**src/rtl/mctp_axi_wr_rx.sv**
```systemverilog
// AXI4 write slave for MCTP-over-PCIe-VDM bursts: checks the beat-0 TLP header and the MCTP assembly sequence, forwards beats, returns BRESP.
// Latency: W handshake in T -> payload valid in T+1; final W handshake in T -> BVALID in T+1.
// Backpressure: WREADY follows the one-entry payload register (empty or I_PLD_READY); rejected packets are drained without stalling.
// Optional feature: define MCTP_SEQ_CHECK_EN to enable the type/seq/tag assembly checks.
module mctp_axi_wr_rx (
  input  logic         i_clk,
  input  logic         i_reset_n,
  input  logic [6:0]   I_AWID,
  input  logic [63:0]  I_AWADDR,
  input  logic [7:0]   I_AWLEN,
  input  logic [2:0]   I_AWSIZE,
  input  logic [1:0]   I_AWBURST,
  input  logic         I_AWVALID,
  output logic         O_AWREADY,
  input  logic [255:0] I_WDATA,
  input  logic         I_WLAST,
  input  logic         I_WVALID,
  output logic         O_WREADY,
  output logic [6:0]   O_BID,
  output logic [1:0]   O_BRESP,
  output logic         O_BVALID,
  input  logic         I_BREADY,
  output logic [255:0] O_PLD_DATA,
  output logic         O_PLD_VALID,
  input  logic         I_PLD_READY,
  output logic         O_PLD_SOM,
  output logic         O_PLD_EOM,
  output logic         O_PLD_LAST,
  output logic [3:0]   O_PLD_TAG,
  output logic [1:0]   O_PLD_SEQ,
  output logic         O_ABORT
);

  typedef enum logic [1:0] {ST_IDLE, ST_DATA, ST_RESP} state_t;

  localparam logic [1:0] TY_M  = 2'b00;
  localparam logic [1:0] TY_L  = 2'b01;
  localparam logic [1:0] TY_S  = 2'b10;
  localparam logic [1:0] TY_SG = 2'b11;

  state_t      state, state_nxt;
  logic        rst_done;
  logic [6:0]  aw_id;
  logic [7:0]  aw_len;
  logic [7:0]  beat_cnt;
  logic        pkt_drop;
  logic        pkt_eom;
  logic        wlast_err;
  logic [1:0]  bresp_q;

  logic        asm_active;
  logic [1:0]  exp_seq;
  logic [3:0]  cur_tag;

  // Address attributes that this slave deliberately ignores
  logic        unused_aw;
  assign unused_aw = ^{I_AWADDR, I_AWSIZE, I_AWBURST};

  logic aw_hs, w_hs, b_hs;
  logic first_beat, last_beat;
  assign aw_hs      = I_AWVALID && O_AWREADY;
  assign w_hs       = I_WVALID && O_WREADY;
  assign b_hs       = O_BVALID && I_BREADY;
  assign first_beat = (beat_cnt == 8'd0);
  assign last_beat  = (beat_cnt == aw_len);

  // Header fields, meaningful only on beat 0
  logic [1:0] hdr_type;
  logic [1:0] hdr_seq;
  logic [3:0] hdr_tag;
  logic       fmt_ok;
  assign hdr_type = I_WDATA[127:126];
  assign hdr_seq  = I_WDATA[125:124];
  assign hdr_tag  = I_WDATA[123:120];
  assign fmt_ok   = (I_WDATA[7:3] == 5'b01110) && (I_WDATA[63:56] == 8'h7F) &&
                    (I_WDATA[95:80] == 16'hB41A);

`ifdef MCTP_SEQ_CHECK_EN
  logic seq_ok;
  assign seq_ok = asm_active && (hdr_tag == cur_tag) && (hdr_seq == exp_seq);
`endif

  logic       hdr_ok;
  logic       abort_nxt;
  logic       asm_nxt;
  logic [1:0] exp_nxt;
  logic [3:0] tag_nxt;

  // Header verdict and assembly-state update for the packet presented on beat 0
  always_comb begin
    hdr_ok    = 1'b0;
    abort_nxt = 1'b0;
    asm_nxt   = asm_active;
    exp_nxt   = exp_seq;
    tag_nxt   = cur_tag;
    if (fmt_ok) begin
      case (hdr_type)
        TY_S: begin
          hdr_ok    = 1'b1;
          abort_nxt = asm_active;
          asm_nxt   = 1'b1;
          exp_nxt   = hdr_seq + 2'd1;
          tag_nxt   = hdr_tag;
        end
        TY_M: begin
`ifdef MCTP_SEQ_CHECK_EN
          hdr_ok = seq_ok;
          if (seq_ok) exp_nxt = exp_seq + 2'd1;
          else        asm_nxt = 1'b0;
`else
          hdr_ok  = 1'b1;
          exp_nxt = exp_seq + 2'd1;
`endif
        end
        TY_L: begin
`ifdef MCTP_SEQ_CHECK_EN
          hdr_ok = seq_ok;
`else
          hdr_ok = 1'b1;
`endif
          asm_nxt = 1'b0;
        end
        TY_SG: begin
          hdr_ok    = 1'b1;
          abort_nxt = asm_active;
          asm_nxt   = 1'b0;
        end
      endcase
    end
  end

  // Beat 0 decides from the live header; later beats reuse the latched verdict
  logic drop_now, fwd, eom_type_now, wlast_bad;
  assign drop_now     = first_beat ? !hdr_ok : pkt_drop;
  assign fwd          = w_hs && !drop_now;
  assign eom_type_now = first_beat ? ((hdr_type == TY_L) || (hdr_type == TY_SG)) : pkt_eom;
  assign wlast_bad    = (I_WLAST != last_beat);

  // FSM state register
  always_ff @(posedge i_clk) begin
    if (!i_reset_n) state <= ST_IDLE;
    else            state <= state_nxt;
  end

  // FSM next-state logic
  always_comb begin
    state_nxt = state;
    case (state)
      ST_IDLE: if (aw_hs) state_nxt = ST_DATA;
      ST_DATA: if (w_hs && last_beat) state_nxt = ST_RESP;
      ST_RESP: if (b_hs) state_nxt = ST_IDLE;
      default: state_nxt = ST_IDLE;
    endcase
  end

  // FSM outputs; AWREADY waits one cycle after reset release
  always_comb begin
    O_AWREADY = (state == ST_IDLE) && rst_done;
    O_WREADY  = (state == ST_DATA) && (pkt_drop || !O_PLD_VALID || I_PLD_READY);
    O_BVALID  = (state == ST_RESP);
    O_BRESP   = (state == ST_RESP) ? bresp_q : 2'b00;
    O_BID     = aw_id;
  end

  // Burst bookkeeping: latched AW fields, beat count, per-packet verdicts and response
  always_ff @(posedge i_clk) begin
    if (!i_reset_n) begin
      rst_done  <= 1'b0;
      aw_id     <= '0;
      aw_len    <= '0;
      beat_cnt  <= '0;
      pkt_drop  <= 1'b0;
      pkt_eom   <= 1'b0;
      wlast_err <= 1'b0;
      bresp_q   <= 2'b00;
    end else begin
      rst_done <= 1'b1;
      if (aw_hs) begin
        aw_id     <= I_AWID;
        aw_len    <= I_AWLEN;
        beat_cnt  <= '0;
        pkt_drop  <= 1'b0;
        pkt_eom   <= 1'b0;
        wlast_err <= 1'b0;
      end
      if (w_hs) begin
        beat_cnt  <= beat_cnt + 8'd1;
        wlast_err <= wlast_err | wlast_bad;
        if (first_beat) begin
          pkt_drop <= !hdr_ok;
          pkt_eom  <= eom_type_now;
        end
        if (last_beat)
          bresp_q <= (drop_now || wlast_err || wlast_bad) ? 2'b10 : 2'b00;
      end
    end
  end

  // MCTP assembly state and abort pulse, updated only on beat 0
  always_ff @(posedge i_clk) begin
    if (!i_reset_n) begin
      asm_active <= 1'b0;
      exp_seq    <= 2'd0;
      cur_tag    <= 4'd0;
      O_ABORT    <= 1'b0;
    end else begin
      O_ABORT <= w_hs && first_beat && abort_nxt;
      if (w_hs && first_beat) begin
        asm_active <= asm_nxt;
        exp_seq    <= exp_nxt;
        cur_tag    <= tag_nxt;
      end
    end
  end

  // One-entry payload output register, held until I_PLD_READY
  always_ff @(posedge i_clk) begin
    if (!i_reset_n) begin
      O_PLD_VALID <= 1'b0;
      O_PLD_DATA  <= '0;
      O_PLD_SOM   <= 1'b0;
      O_PLD_EOM   <= 1'b0;
      O_PLD_LAST  <= 1'b0;
      O_PLD_TAG   <= 4'd0;
      O_PLD_SEQ   <= 2'd0;
    end else if (fwd) begin
      O_PLD_VALID <= 1'b1;
      O_PLD_DATA  <= I_WDATA;
      O_PLD_SOM   <= first_beat && ((hdr_type == TY_S) || (hdr_type == TY_SG));
      O_PLD_EOM   <= last_beat && eom_type_now;
      O_PLD_LAST  <= last_beat;
      if (first_beat) begin
        O_PLD_TAG <= hdr_tag;
        O_PLD_SEQ <= hdr_seq;
      end
    end else if (I_PLD_READY) begin
      O_PLD_VALID <= 1'b0;
    end
  end

endmodule

```
**config.mk**
```make
export PLATFORM = sky130hd
export DESIGN_NAME = mctp_axi_wr_rx
export DESIGN_NICKNAME = d
export VERILOG_FILES = /design/src/rtl/mctp_axi_wr_rx.sv
export SDC_FILE = /design/constraint.sdc
export NUM_CORES = 1
export LEC_CHECK = 0
export CAP_MARGIN = 30
export CORE_AREA = 2 2 247 249
export CTS_CLUSTER_SIZE = 8
export DETAILED_ROUTE_END_ITERATION = 12
export DIE_AREA = 0 0 249 251
export DONT_BUFFER_PORTS = 1
export GPL_TIMING_DRIVEN = 0
export PLACE_DENSITY = 0.45
export SYNTH_ARGS = -nofsm -noshare
export SYNTH_HDL_FRONTEND = slang
export SYNTH_SLANG_ARGS = --single-unit
```
**constraint.sdc**
```tcl
create_clock -name i_clk -period 2.3 [get_ports i_clk]
set_input_delay 0.345 -clock i_clk [delete_from_list [all_inputs] [get_ports i_clk]]
set_output_delay 0.345 -clock i_clk [all_outputs]
set_load 0.1 [all_outputs]
```
**After elaboration in Yosys (flattened, before gate mapping)**

Index checks and enable logic that the tools add are counted.

- Register bits after elaboration: 299
- Bits in latches: 0
- RAM bits: 0
- Memory bits (read-only): 0
- Input bits: 347
- Output and inout port bits: 279
- Word-level logic and storage cells: 94
- Memories: 0

- $add $sub $neg: 1
- $mul: 0
- Div/mod/pow operators: 0
- Magnitude comparators: 0
- Equality and inequality tests: 13
- Shifts and indexed selects: 0
- Multiplexer cells: 26
- Bitwise gates (word level): 1
- Reductions and logical operators: 35

Operators with widths:

| cell | number |
|---|---|
| 1-bit two-way mux | 17 |
| 16-bit == test (second input constant) | 1 |
| 8-bit two-way mux | 2 |
| 1-bit logical AND | 13 |
| 2-bit two-way mux | 5 |
| 8-bit by 1-bit adder with 8-bit output (second input constant) | 1 |
| 8-bit by 7-bit == test with 1-bit output (second input constant) | 1 |
| 8-bit == test | 1 |
| 8-bit zero test | 1 |
| 2-bit == test (second input constant) | 3 |
| 1-bit logical OR | 6 |
| 2-bit case mux with 3 select lines | 1 |
| 3-bit AND reduction | 2 |
| 2-bit nonzero test | 3 |
| 5-bit by 4-bit == test with 1-bit output (second input constant) | 1 |
| 2-bit by 1-bit == test with 1-bit output (second input constant) | 2 |
| 2-bit zero test | 2 |
| 2-bit inequality test (second input constant) | 2 |
| 2-bit AND reduction | 2 |
| 2-bit OR reduction | 2 |
| 4-bit OR reduction | 1 |
| 1-bit zero test | 3 |
| 2-bit by 1-bit inequality test with 1-bit output (second input constant) | 1 |
| 1-bit case mux with 2 select lines | 1 |
| 2 further kinds | 2 |

**Logic depth before layout (Yosys ltp)**

Gate-level depths: netlist of the first run.

- Depth after elaboration: 9
- Gate-level depth with buffers: 10
- Depth with buffers taken out: 7

**Least setup slack after synthesis of the first run**

Ideal clock, no wire load.

- Path type: reg2reg
- Start: register state[1]
- End: register aw_id[0] (netlist: O_BID[0])
- Library setup time: 0.076 ns
- Arrival time: 3.658 ns
- Required time: 2.224 ns
- Setup slack: -1.434 ns
- Stages on the path, launching flop included: 7
- Buffers on the path: 2
- Period minus slack after synthesis: 3.734 ns
- Path through: dfxtp_1 > nor3b_1 > and2_1 > clkbuf_1 > clkbuf_1 > nand2_1 > a21boi_0

- Longest elaborated chain between the ends: 3

Ends and longest elaborated chain:

| element | line | RTL |
|---|---|---|
| from (decl) | 41 | `state_t state, state_nxt;` |
| from (signal assigned) | 142 | `else state <= state_nxt;` |
| 2-bit zero test | 158 | `O_AWREADY = (state == ST_IDLE) && rst_done;` |
| 1-bit logical AND | 158 |  |
| via O_AWREADY | 14 | `output logic O_AWREADY,` |
| 1-bit logical AND | 61 | `assign aw_hs = I_AWVALID && O_AWREADY;` |
| to (signal assigned) | 169 | `aw_id <= '0;` |
| to (signal assigned) | 179 | `aw_id <= I_AWID;` |
| to (decl) | 43 | `logic [6:0] aw_id;` |

The timed path passes the listed nets, and every way through them passes these cells.
A chain may end at the register's enable or synchronous reset.

**Worst setup path in the final report of the first run**

- Start: register state[1]
- End: output port O_BRESP[1]

- Longest elaborated chain between the ends: 2

Ends and longest elaborated chain:

| element | line | RTL |
|---|---|---|
| 2-bit == test | -- |  |
| via O_BVALID | 21 | `output logic O_BVALID,` |
| 2-bit two-way mux | 161 | `O_BRESP = (state == ST_RESP) ? bresp_q : 2'b00;` |
| to (decl) | 20 | `output logic [1:0] O_BRESP,` |

The timed path passes the listed nets, and every way through them passes these cells.

==> results of run 1 <==
==> how the worst max path moves through the flow <==
stage,end
floorplan,O_BID[0]$_SDFFE_PN0P_
global placement,O_BID[4]$_SDFFE_PN0P_
detailed placement,O_PLD_DATA[101]$_SDFFE_PN0P_
CTS,O_BRESP[1]
global route,O_BRESP[1]
finish,O_BRESP[1]
==> cells by family (layout without fill, tap and decap cells) <==
group / Yosys count / after routing / share of synthesized area, %
multiplexers: 265 / 265 / 21.89
AND/OR/NAND/NOR: 616 / 616 / 20.48
other: 1 / 4 / 0.03093
XOR/XNOR: 9 / 9 / 0.6501
buffers and inverters: 101 / 501 / 5.211
adder cells (fa/ha/maj): 2 / 2 / 0.2063
flip-flops: 298 / 298 / 49.20
AO/OA/AOI/OAI: 40 / 40 / 2.332
==> metrics by stage <==
stage | TNS, ns | hold WS, ns | cell area [um2]
final | -0.04059 | 0.04034 | 18950
after detailed placement | -110.85 | 0.3735 | 13750
after floorplan | 0 | 0.3727 | 12150
after CTS | -0.1662 | 0.001104 | 17920
after global routing | -10.94 | 0.008421 | 18940
after global placement | -108.39 | 0.3735 | 13130
==> area by class of cell <==
type                       count  area, um2  area share (%)
tap                          782      978.4           5.164
sequential                   298       5982           31.57
buffer                        97      852.1           4.497
clock buffer                  48       1147           6.056
multi-input combinational    933       5669           29.92
inverter                       2      7.507         0.03962
timing repair buffer         350       4267           22.52
clock inverter                 4      35.03          0.1849
antenna                        3      7.507         0.03962
==> power groups by stage <==
stage               Sequential (mW)  Clock [mW]  Combinational, mW
floorplan                      5.53           0              0.397
CTS                            5.42        6.07               1.04
finish                         5.42        5.82               1.06
global placement               5.54           0              0.559
detailed placement             5.53           0              0.607
global route                   5.42        6.28               1.15
==> per-layer routing <==
metal  wire length (um)  share of wire [%]  GRT usage, %  up-vias
li1                   -                  -             -     5144
met1              19730                 40         16.29     5079
met2              23900                 49         25.26      438
met3               4109                8.4         5.270       78
met4               1403                2.9         5.126        0
met5                  0                  0             0        -
==> flip-flops by register name, summed over array words and instances (netlist names), 2 cells and up <==
name	flops
O_PLD_DATA	256
aw_len	8
beat_cnt	8
O_BID	7
O_PLD_TAG	4
O_PLD_SEQ	2
state	2
==> worst max-delay path, stage by stage (launching register included) <==
cell	delay (ns)
dfxtp_4	0.34
nor2b_4	0.61
and2_4	0.30
buf_16	0.17
==> what timing repair did <==
item,CTS,global route
endpoints found under the setup margin,270,206
pin swaps,6,5
hold buffers,274,0
gates cloned,1,29
buffers inserted,8,1
hold endpoints to repair,282,0
gates resized for setup,33,60
==> Yosys cell counts, types with 3 or more instances <==
cell      count  share of area (%)
nor2b_1       9               0.46
a21boi_0     21                1.3
nor4bb_1      3               0.25
nor3b_1       3               0.19
mux2i_1     264                 22
o21ai_0       6               0.25
nor2_1        8               0.25
nor4b_1       3               0.22
clkbuf_1     67                2.1
a21oi_1       5               0.21
nand2_1     555                 17
buf_4         7               0.43
buf_8        12                1.5
nand3_1       9               0.37
dfxtp_1     298                 49
and2_1        5               0.26
buf_6        12                1.1
nand4_1       3               0.15
xnor2_1       9               0.65
nor3_1        4               0.17
==> qor.yml, run 1 <==
ys_warn_count: 0
yosys_register_bits: 298
root_buffer: "clkbuf_16"
layout.cells.most_common: "nand2_1"
ios: 626
fin_crit_ns: 2.337
syn_area_um2: 12130
wl_um: 49140
synth-seq-area-share_pct: 49.20
routed-via-count: 10740
fmax_mhz: 427.9
track_usage_pct: 14.51
areaGrowthSynthToFinish_pct: 56.25
post-dp-hpwl_um: 33650
critical_path_class: "reg2out"
yosysUniqueCellTypes: 42
viasPerCell: 4.267
cts_tree: "done"
grt_pass1_vias: 11180
synth_nets: 1681
antenna_left: 0
ctsLongestPathBuffers: 3
post-route-util_pct: 31.68
setup_violations: 2
powerDensity_nw_per_um2: 649.8
p_clk_share_pct: 47.3
worst_slew_pin_slew_ns: 1.065
total_power_mw: 12.31
post-route-drc-count: 0
drv_slew: 0
place_inst: 2144
postSynthAreaPerCell_um2: 9.103
rr_worst_depth: 9
fin_worst_skew_ns: 0.02468
grt_max_degree: 12
ff2ff_setup_slack_ns: 0
cp-end-kind: "output pin"
min_path_type: "in2reg"
grt_pass1_wl_um: 69600
die_h_um: 251
synth_ff_type: "dfxtp_1"
layout-drive-gt1-share_pct: 9.931
die_w_um: 249
async_flop_share_pct: 0
finalHoldViolations: 0
synth_edf_count: 0
violations: "setup timing"
grt_antenna_before_repair: 3
swShare_pct: 25.15
cts.sinks: 298
dieArea_um2: 62500
cts_buffers: 44
p_switching_mw: 3.096
drv_cap: 0
cp-start-kind: "flop"
combPwrFrac_pct: 8.6
io_buffer_count: 0
r2r-start: "O_PLD_VALID$_SDFFE_PN0P_"
routedWlPerCell_um: 19.52
setup_ws_ns: -0.03678
arrival_ns: 1.99
start_util_pct: 20.28
insertion_delay_ns: 0.56
path_max_fanout: 3
coreArea_um2: 59790
gp_congestion: 0.8254
p_seq_share_pct: 44.1
finalNetCount: 2075
num_rows: 90
first_iter_violations: 411
hold_depth: 2
crit_start: "state[1]$_SDFFE_PN0P_"
final_cell_mix: "nand2_1, dfxtp_1, dlygate4sd3_1, mux2i_1"
grt_overflow_total: 0
power.leakage_nw: 6.690
status: "complete, but fails checks"
critical_path.reg2reg.endpoint: "O_PLD_DATA[218]$_SDFFE_PN0P_"
p_int_mw: 9.215
timing.final.crit_share_pct: 101.6
n_fill_cell: 6086
maxSlewHeadroom_pct: 28.92
syn_inst: 1332
firstDrtPassIters: 8
clk_transition_reported_paths_ns: 0.05
min_from: "I_WDATA[127]"
stdcell_count: 2517
grt_setup_unrepaired: "yes"
pre_cts_ws_ns: -0.5297
min_to: "O_PLD_DATA[127]$_SDFFE_PN0P_"
required_ns: 1.96
irDropWorstVdd_uv: 399.5
cts.htree.levels: 2
Note: power is estimated with default switching activity, not from simulation.
==> run 2, diff against run 1 <==
ABC_CLOCK_PERIOD_IN_PS = 2300   (was unset)
MAX_ROUTING_LAYER = met4   (was unset)
==> qor.yml, run 2 (synthesis gave the netlist of run 1 again) <==
grt_antenna_before_repair: 3  # unchanged
fmax_mhz: 428.3  # was 427.9 MHz
ios: 626  # unchanged
largest-register: "O_PLD_DATA"  # unchanged
path_cells: "nor2b_4 > and2_4 > buf_16"  # unchanged
areaGrowthSynthToFinish_pct: 55.81  # was 56.25%
status: "complete, but fails checks"  # unchanged
grtUsageMet2_pct: 25.25  # was 25.26%
stdcell_count: 2516  # was 2517
finalHoldViolations: 0  # unchanged
path_max_fanout: 3  # unchanged
io_buffer_count: 0  # unchanged
grt_pass1_wl_um: 69450  # was 69600 um
final_cell_mix: "nand2_1, dfxtp_1, dlygate4sd3_1, mux2i_1, clkbuf_1"  # was nand2_1, dfxtp_1, dlygate4sd3_1, mux2i_1
use_met1_pct: 16.36  # was 16.29%
num_rows: 90  # unchanged
cts_tree: "done"  # unchanged
grt_setup_unrepaired: "yes"  # unchanged
swShare_pct: 25.12  # was 25.15%
layout-drive-gt1-share_pct: 9.815  # was 9.931%
wl_um: 48890  # was 49140 um
cp-end-kind: "output pin"  # unchanged
cpMaxStageDelayCell: "nor2b_4"  # unchanged
start_util_pct: 20.28  # unchanged
die_w_um: 249  # unchanged
insertion_delay_ns: 0.56  # about the same
firstDrtPassIters: 5  # was 8
first_iter_violations: 466  # was 411
cts.sinks: 298  # unchanged
clk_transition_reported_paths_ns: 0.05  # about the same
required_ns: 1.96  # about the same
setup_violations: 1  # was 2
powerDensity_nw_per_um2: 651.3  # was 649.8 nW/um2
ctsLongestPathBuffers: 3  # unchanged
routedWlPerCell_um: 19.43  # was 19.52 um
coreArea_um2: 59790  # unchanged
arrival_ns: 1.99  # about the same
post-route-util_pct: 31.60  # was 31.68%
setup_ws_ns: -0.03506  # was -0.03678 ns
p_switching_mw: 3.092  # was 3.096 mW
total_power_mw: 12.31  # about the same
antenna_left: 0  # unchanged
power.leakage_nw: 6.673  # was 6.690 nW
fin_worst_skew_ns: 0.02654  # was 0.02468 ns
cts.htree.levels: 2  # unchanged
largest_reg_flops: 256  # unchanged
place_inst: 2144  # unchanged
grt_use_met3_pct: 5.105  # was 5.270%
min_path_type: "in2reg"  # unchanged
post-dp-hpwl_um: 33650  # unchanged
viasPerCell: 4.237  # was 4.267
reg_top3: "O_PLD_DATA (256), aw_len (8), beat_cnt (8)"  # unchanged
drv_cap: 0  # unchanged
cp_top_family: "simple AND/OR/NAND/NOR gates"  # unchanged
post-route-drc-count: 0  # unchanged
critPathBufInv: 1  # unchanged
layout.cells.most_common: "nand2_1"  # unchanged
slowest_delay_ns: 0.61  # about the same
die_h_um: 251  # unchanged
grt_max_degree: 12  # unchanged
timing.final.crit_share_pct: 101.5  # was 101.6%
fin_crit_ns: 2.335  # was 2.337 ns
maxSlewHeadroom_pct: 28.61  # was 28.92%
p_int_mw: 9.214  # was 9.215 mW
combPwrFrac_pct: 8.6  # about the same
worst_slew_pin_slew_ns: 1.069  # was 1.065 ns
grt_overflow_total: 0  # unchanged
drv_slew: 0  # unchanged
p_clk_share_pct: 47.3  # about the same
gp_congestion: 0.8379  # was 0.8254
finalNetCount: 2075  # unchanged
p_seq_share_pct: 44.1  # about the same
track_usage_pct: 14.93  # was 14.51%
dieArea_um2: 62500  # unchanged
cp-start-kind: "flop"  # unchanged
critical_path_class: "reg2out"  # unchanged
grt_pass1_vias: 11200  # was 11180
cts_buffers: 44  # unchanged
root_buffer: "clkbuf_16"  # unchanged
routed-via-count: 10660  # was 10740
violations: "setup timing"  # unchanged
irDropWorstVdd_uv: 397.9  # was 399.5 uV
grt-busiest-layer: "met2"  # unchanged
[run 2: changes by cell type in the layout (fill, tap and decap cells not counted), sizes merged]
cell,change
buf,+2
clkbuf,-2
diode,-1
[run 2: through the flow]
step                      hold slack (ns)  setup slack (ns)  area, um2  setup TNS, ns
after floorplan                    0.3727           0.04030      12150              0
after global placement             0.3735           -0.5210      13130        -108.39
after detailed placement           0.3735           -0.5297      13750        -110.85
after CTS                        0.001104           -0.1180      17920        -0.1662
after global routing             0.008459           -0.1257      18890         -11.94
final                             0.03932          -0.03506      18890       -0.03506
[run 2: cell type report]
type	count	area, um2
clock buffers	48	1147
repair buffers	349	4220
diodes	2	5.005
plain buffers	98	864.6
inverters	2	7.507
well taps	782	978.4
flip-flops and latches	298	5982
fillers	6095	40900
multi-input cells	933	5653
clock inverters	4	35.03
[run 2: path summary, 6_finish.rpt]
kind	to	from	slack, ns	depth (start not counted)
worst max-delay path	O_BRESP[1]	state[1]$_SDFFE_PN0P_	-0.04	3
worst min-delay path	O_PLD_DATA[127]$_SDFFE_PN0P_	I_WDATA[127]	0.04	2
worst max register to register	O_PLD_DATA[149]$_SDFFE_PN0P_	O_PLD_VALID$_SDFFE_PN0P_	0	9
worst min register to register	wlast_err$_SDFFE_PN0P_	wlast_err$_SDFFE_PN0P_	0.47	2
[run 2: routing by layer]
layer	routed length (um)	vias to the layer above
li1	-	5128
met1	19750	5046
met2	23720	410
met3	4024	77
met4	1389	0
met5	0	-
[run 2: repair_timing]
item | in CTS | in global routing
endpoints found under the setup margin | 270 | 206
gates resized for setup | 33 | 58
buffers inserted | 8 | 3
pin swaps | 6 | 5
cloned | 1 | 26
hold buffers | 274 | 0
hold endpoints to repair | 282 | 0
[run 2: power by group through the flow]
stage / logic [mW] / registers [mW] / clock network (mW)
after floorplan: 0.397 / 5.53 / 0
after global placement: 0.559 / 5.54 / 0
after detailed placement: 0.607 / 5.53 / 0
after CTS: 1.04 / 5.42 / 6.07
after global routing: 1.15 / 5.42 / 6.27
final: 1.06 / 5.43 / 5.82
==> run 3, diff against run 2 <==
CORE_AREA = 2 2 245 247   (was 2 2 247 249)
DIE_AREA = 0 0 247 249   (was 0 0 249 251)
DONT_BUFFER_PORTS = unset   (was 1)
GPL_TIMING_DRIVEN = unset   (was 0)
PLACE_DENSITY = 0.59   (was 0.45)
==> qor.yml, run 3 (synthesis gave the netlist of run 1 again) <==
status: "finished clean"  # was complete, but fails checks
required_ns: 2.77  # was 1.96 ns
tns_ns: 0  # was -0.03506 ns
finalNetCount: 2277  # was 2075
p_seq_share_pct: 42.8  # was 44.1%
finalHoldViolations: 0  # unchanged
cp_common_cell: "buf_4"
fin_worst_skew_ns: 0.01456  # was 0.02654 ns
track_usage_pct: 13.27  # was 14.93%
grt_antenna_before_repair: 1  # was 3
fin_area_um2: 19680  # was 18890 um2
critical_path_class: "reg2reg"  # was reg2out
die_h_um: 249  # was 251 um
fin_crit_ns: 2.245  # was 2.335 ns
areaGrowthSynthToFinish_pct: 62.32  # was 55.81%
fmax_mhz: 445.5  # was 428.3 MHz
post-route-util_pct: 33.54  # was 31.60%
swShare_pct: 24.43  # was 25.12%
powerDensity_nw_per_um2: 621.4  # was 651.3 nW/um2
cts_tree: "done"  # unchanged
place_inst: 2648  # was 2144
viasPerCell: 4.100  # was 4.237
drv_cap: 0  # unchanged
setup_violations: 0  # was 1
grt_setup_unrepaired: "yes"  # unchanged
cts.htree.levels: 2  # unchanged
post-route-drc-count: 0  # unchanged
p_int_mw: 9.242  # was 9.214 mW
cpMaxStageDelayCell: "dfxtp_4"  # was nor2b_4
ios: 626  # unchanged
grt_max_degree: 107  # was 12
hold_depth: 3  # was 2
rr_worst_depth: 9  # unchanged
insertion_delay_ns: 0.55  # was 0.56 ns
stdcell_count: 2707  # was 2516
post-dp-hpwl_um: 32180  # was 33650 um
layout-drive-gt1-share_pct: 22.61  # was 9.815%
dieArea_um2: 61500  # was 62500 um2
irDropWorstVdd_uv: 380.8  # was 397.9 uV
min_path_type: "in2reg"  # unchanged
wl_um: 42140  # was 48890 um
largest_reg_flops: 256  # unchanged
power.leakage_nw: 7.729  # was 6.673 nW
cp_top_family: "simple AND/OR/NAND/NOR gates"  # unchanged
ctsLongestPathBuffers: 3  # unchanged
largest-register: "O_PLD_DATA"  # unchanged
combPwrFrac_pct: 10.8  # was 8.6%
cts.sinks: 298  # unchanged
grt_pass1_vias: 11290  # was 11200
place_area_um2: 18300  # was 13750 um2
cp-end-kind: "flop"  # was output pin
routedWlPerCell_um: 15.57  # was 19.43 um
grt_pass1_wl_um: 62410  # was 69450 um
layout.cells.most_common: "nand2_1"  # unchanged
timing.hold.ws_ns: 0.1920  # was 0.03932 ns
drv_slew: 0  # unchanged
first_iter_violations: 368  # was 466
path_cells: "nor3b_1 > buf_4 > nand4bb_1 > buf_6 > nor4_4 > or2_4 > buf_12 > buf_4 > mux2i_1"  # was nor2b_4 > and2_4 > buf_16
p_clk_share_pct: 46.4  # was 47.3%
p_switching_mw: 2.988  # was 3.092 mW
io_buffer_count: 555  # was 0
firstDrtPassIters: 6  # was 5
coreArea_um2: 58690  # was 59790 um2
critPathBufInv: 4  # was 1
die_w_um: 247  # was 249 um
antenna_left: 0  # unchanged
cp_num_cells: 9  # was 3
cts_buffers: 43  # was 44
clk_transition_reported_paths_ns: 0.05  # about the same
slowest_delay_ns: 0.34  # was 0.61 ns
root_buffer: "clkbuf_16"  # unchanged
path_max_fanout: 21  # was 3
reg_top3: "O_PLD_DATA (256), aw_len (8), beat_cnt (8)"  # unchanged
cts-hold-fix-buffers: 0  # was 274
final_cell_mix: "nand2_1, buf_4, dfxtp_1, clkdlybuf4s50_1, mux2i_1"  # was nand2_1, dfxtp_1, dlygate4sd3_1, mux2i_1, clkbuf_1
routed-via-count: 11100  # was 10660
cp-start-kind: "flop"  # unchanged
grt_overflow_total: 0  # unchanged
arrival_ns: 2.71  # was 1.99 ns
timing.final.crit_share_pct: 97.60  # was 101.5%
start_util_pct: 20.66  # was 20.28%
num_rows: 89  # was 90
gp_congestion: 0.8342  # was 0.8379
-- run 3: cell types whose count changed in the layout (fill, tap and decap cells not counted), sizes merged --
cell	change
clkinv	-3
buf	+297
diode	-1
clkbuf	-97
dlygate4sd3	-274
inv	+2
clkdlybuf4s50	+276
-- run 3: worst reg2reg max path, stage by stage (launching register included) --
cell and delay [ns]:
dfxtp_4 0.34, nor3b_1 0.14, buf_4 0.16, nand4bb_1 0.19, buf_6 0.15, nor4_4 0.28
or2_4 0.20, buf_12 0.11, buf_4 0.33, mux2i_1 0.27
-- run 3: power groups by stage --
stage	logic [mW]	clock network, mW	registers [mW]
final	1.32	5.68	5.23
after global routing	1.42	6.09	5.23
after CTS	1.33	5.91	5.23
after detailed placement	1.32	0	5.34
after global placement	1.31	0	5.34
after floorplan	0.397	0	5.53
-- run 3: area by class of cell --
| class | count | area (um2) |
|---|---|---|
| inverter | 2 | 7.507 |
| antenna | 1 | 2.502 |
| timing repair buffer | 650 | 5995 |
| fill | 5952 | 39000 |
| clock buffer | 47 | 1111 |
| tap | 773 | 967.2 |
| clock inverter | 3 | 26.28 |
| sequential | 298 | 5969 |
| multi-input combinational | 933 | 5603 |
-- run 3: repair_timing --
item / in CTS / in global routing
resized for setup: 5 / 17
setup buffers: 0 / 7
setup endpoints to repair: 257 / 170
pin swaps: 1 / 2
cloned: 0 / 1
-- run 3: final timing paths --
| kind | to | from | slack, ns |
|---|---|---|---|
| min reg2reg | O_PLD_DATA[118]$_SDFFE_PN0P_ | O_PLD_DATA[118]$_SDFFE_PN0P_ | 0.45 |
| max reg2reg | O_PLD_DATA[72]$_SDFFE_PN0P_ | O_PLD_VALID$_SDFFE_PN0P_ | 0.06 |
| max | O_PLD_DATA[72]$_SDFFE_PN0P_ | O_PLD_VALID$_SDFFE_PN0P_ | 0.06 |
| min | O_PLD_DATA[11]$_SDFFE_PN0P_ | i_reset_n | 0.19 |
-- run 3: stage by stage --
stage	total power [mW]	setup WS (ns)
5_1_grt	12.74	-0.04482
4_1_cts	12.47	0.03135
3_3_place_gp	6.643	-0.4235
2_1_floorplan	5.923	0.04030
3_5_place_dp	6.657	-0.4302
6_report	12.23	0.05516
-- run 3: metal layers --
layer  global-route usage (%)  wire length (um)  up-vias
met2                    22.41             20290      382
met3                    3.771              3249       68
met1                    15.06             17490     5135
li1                         -                 -     5513
met5                        -                 0        -
met4                    4.131              1109        0
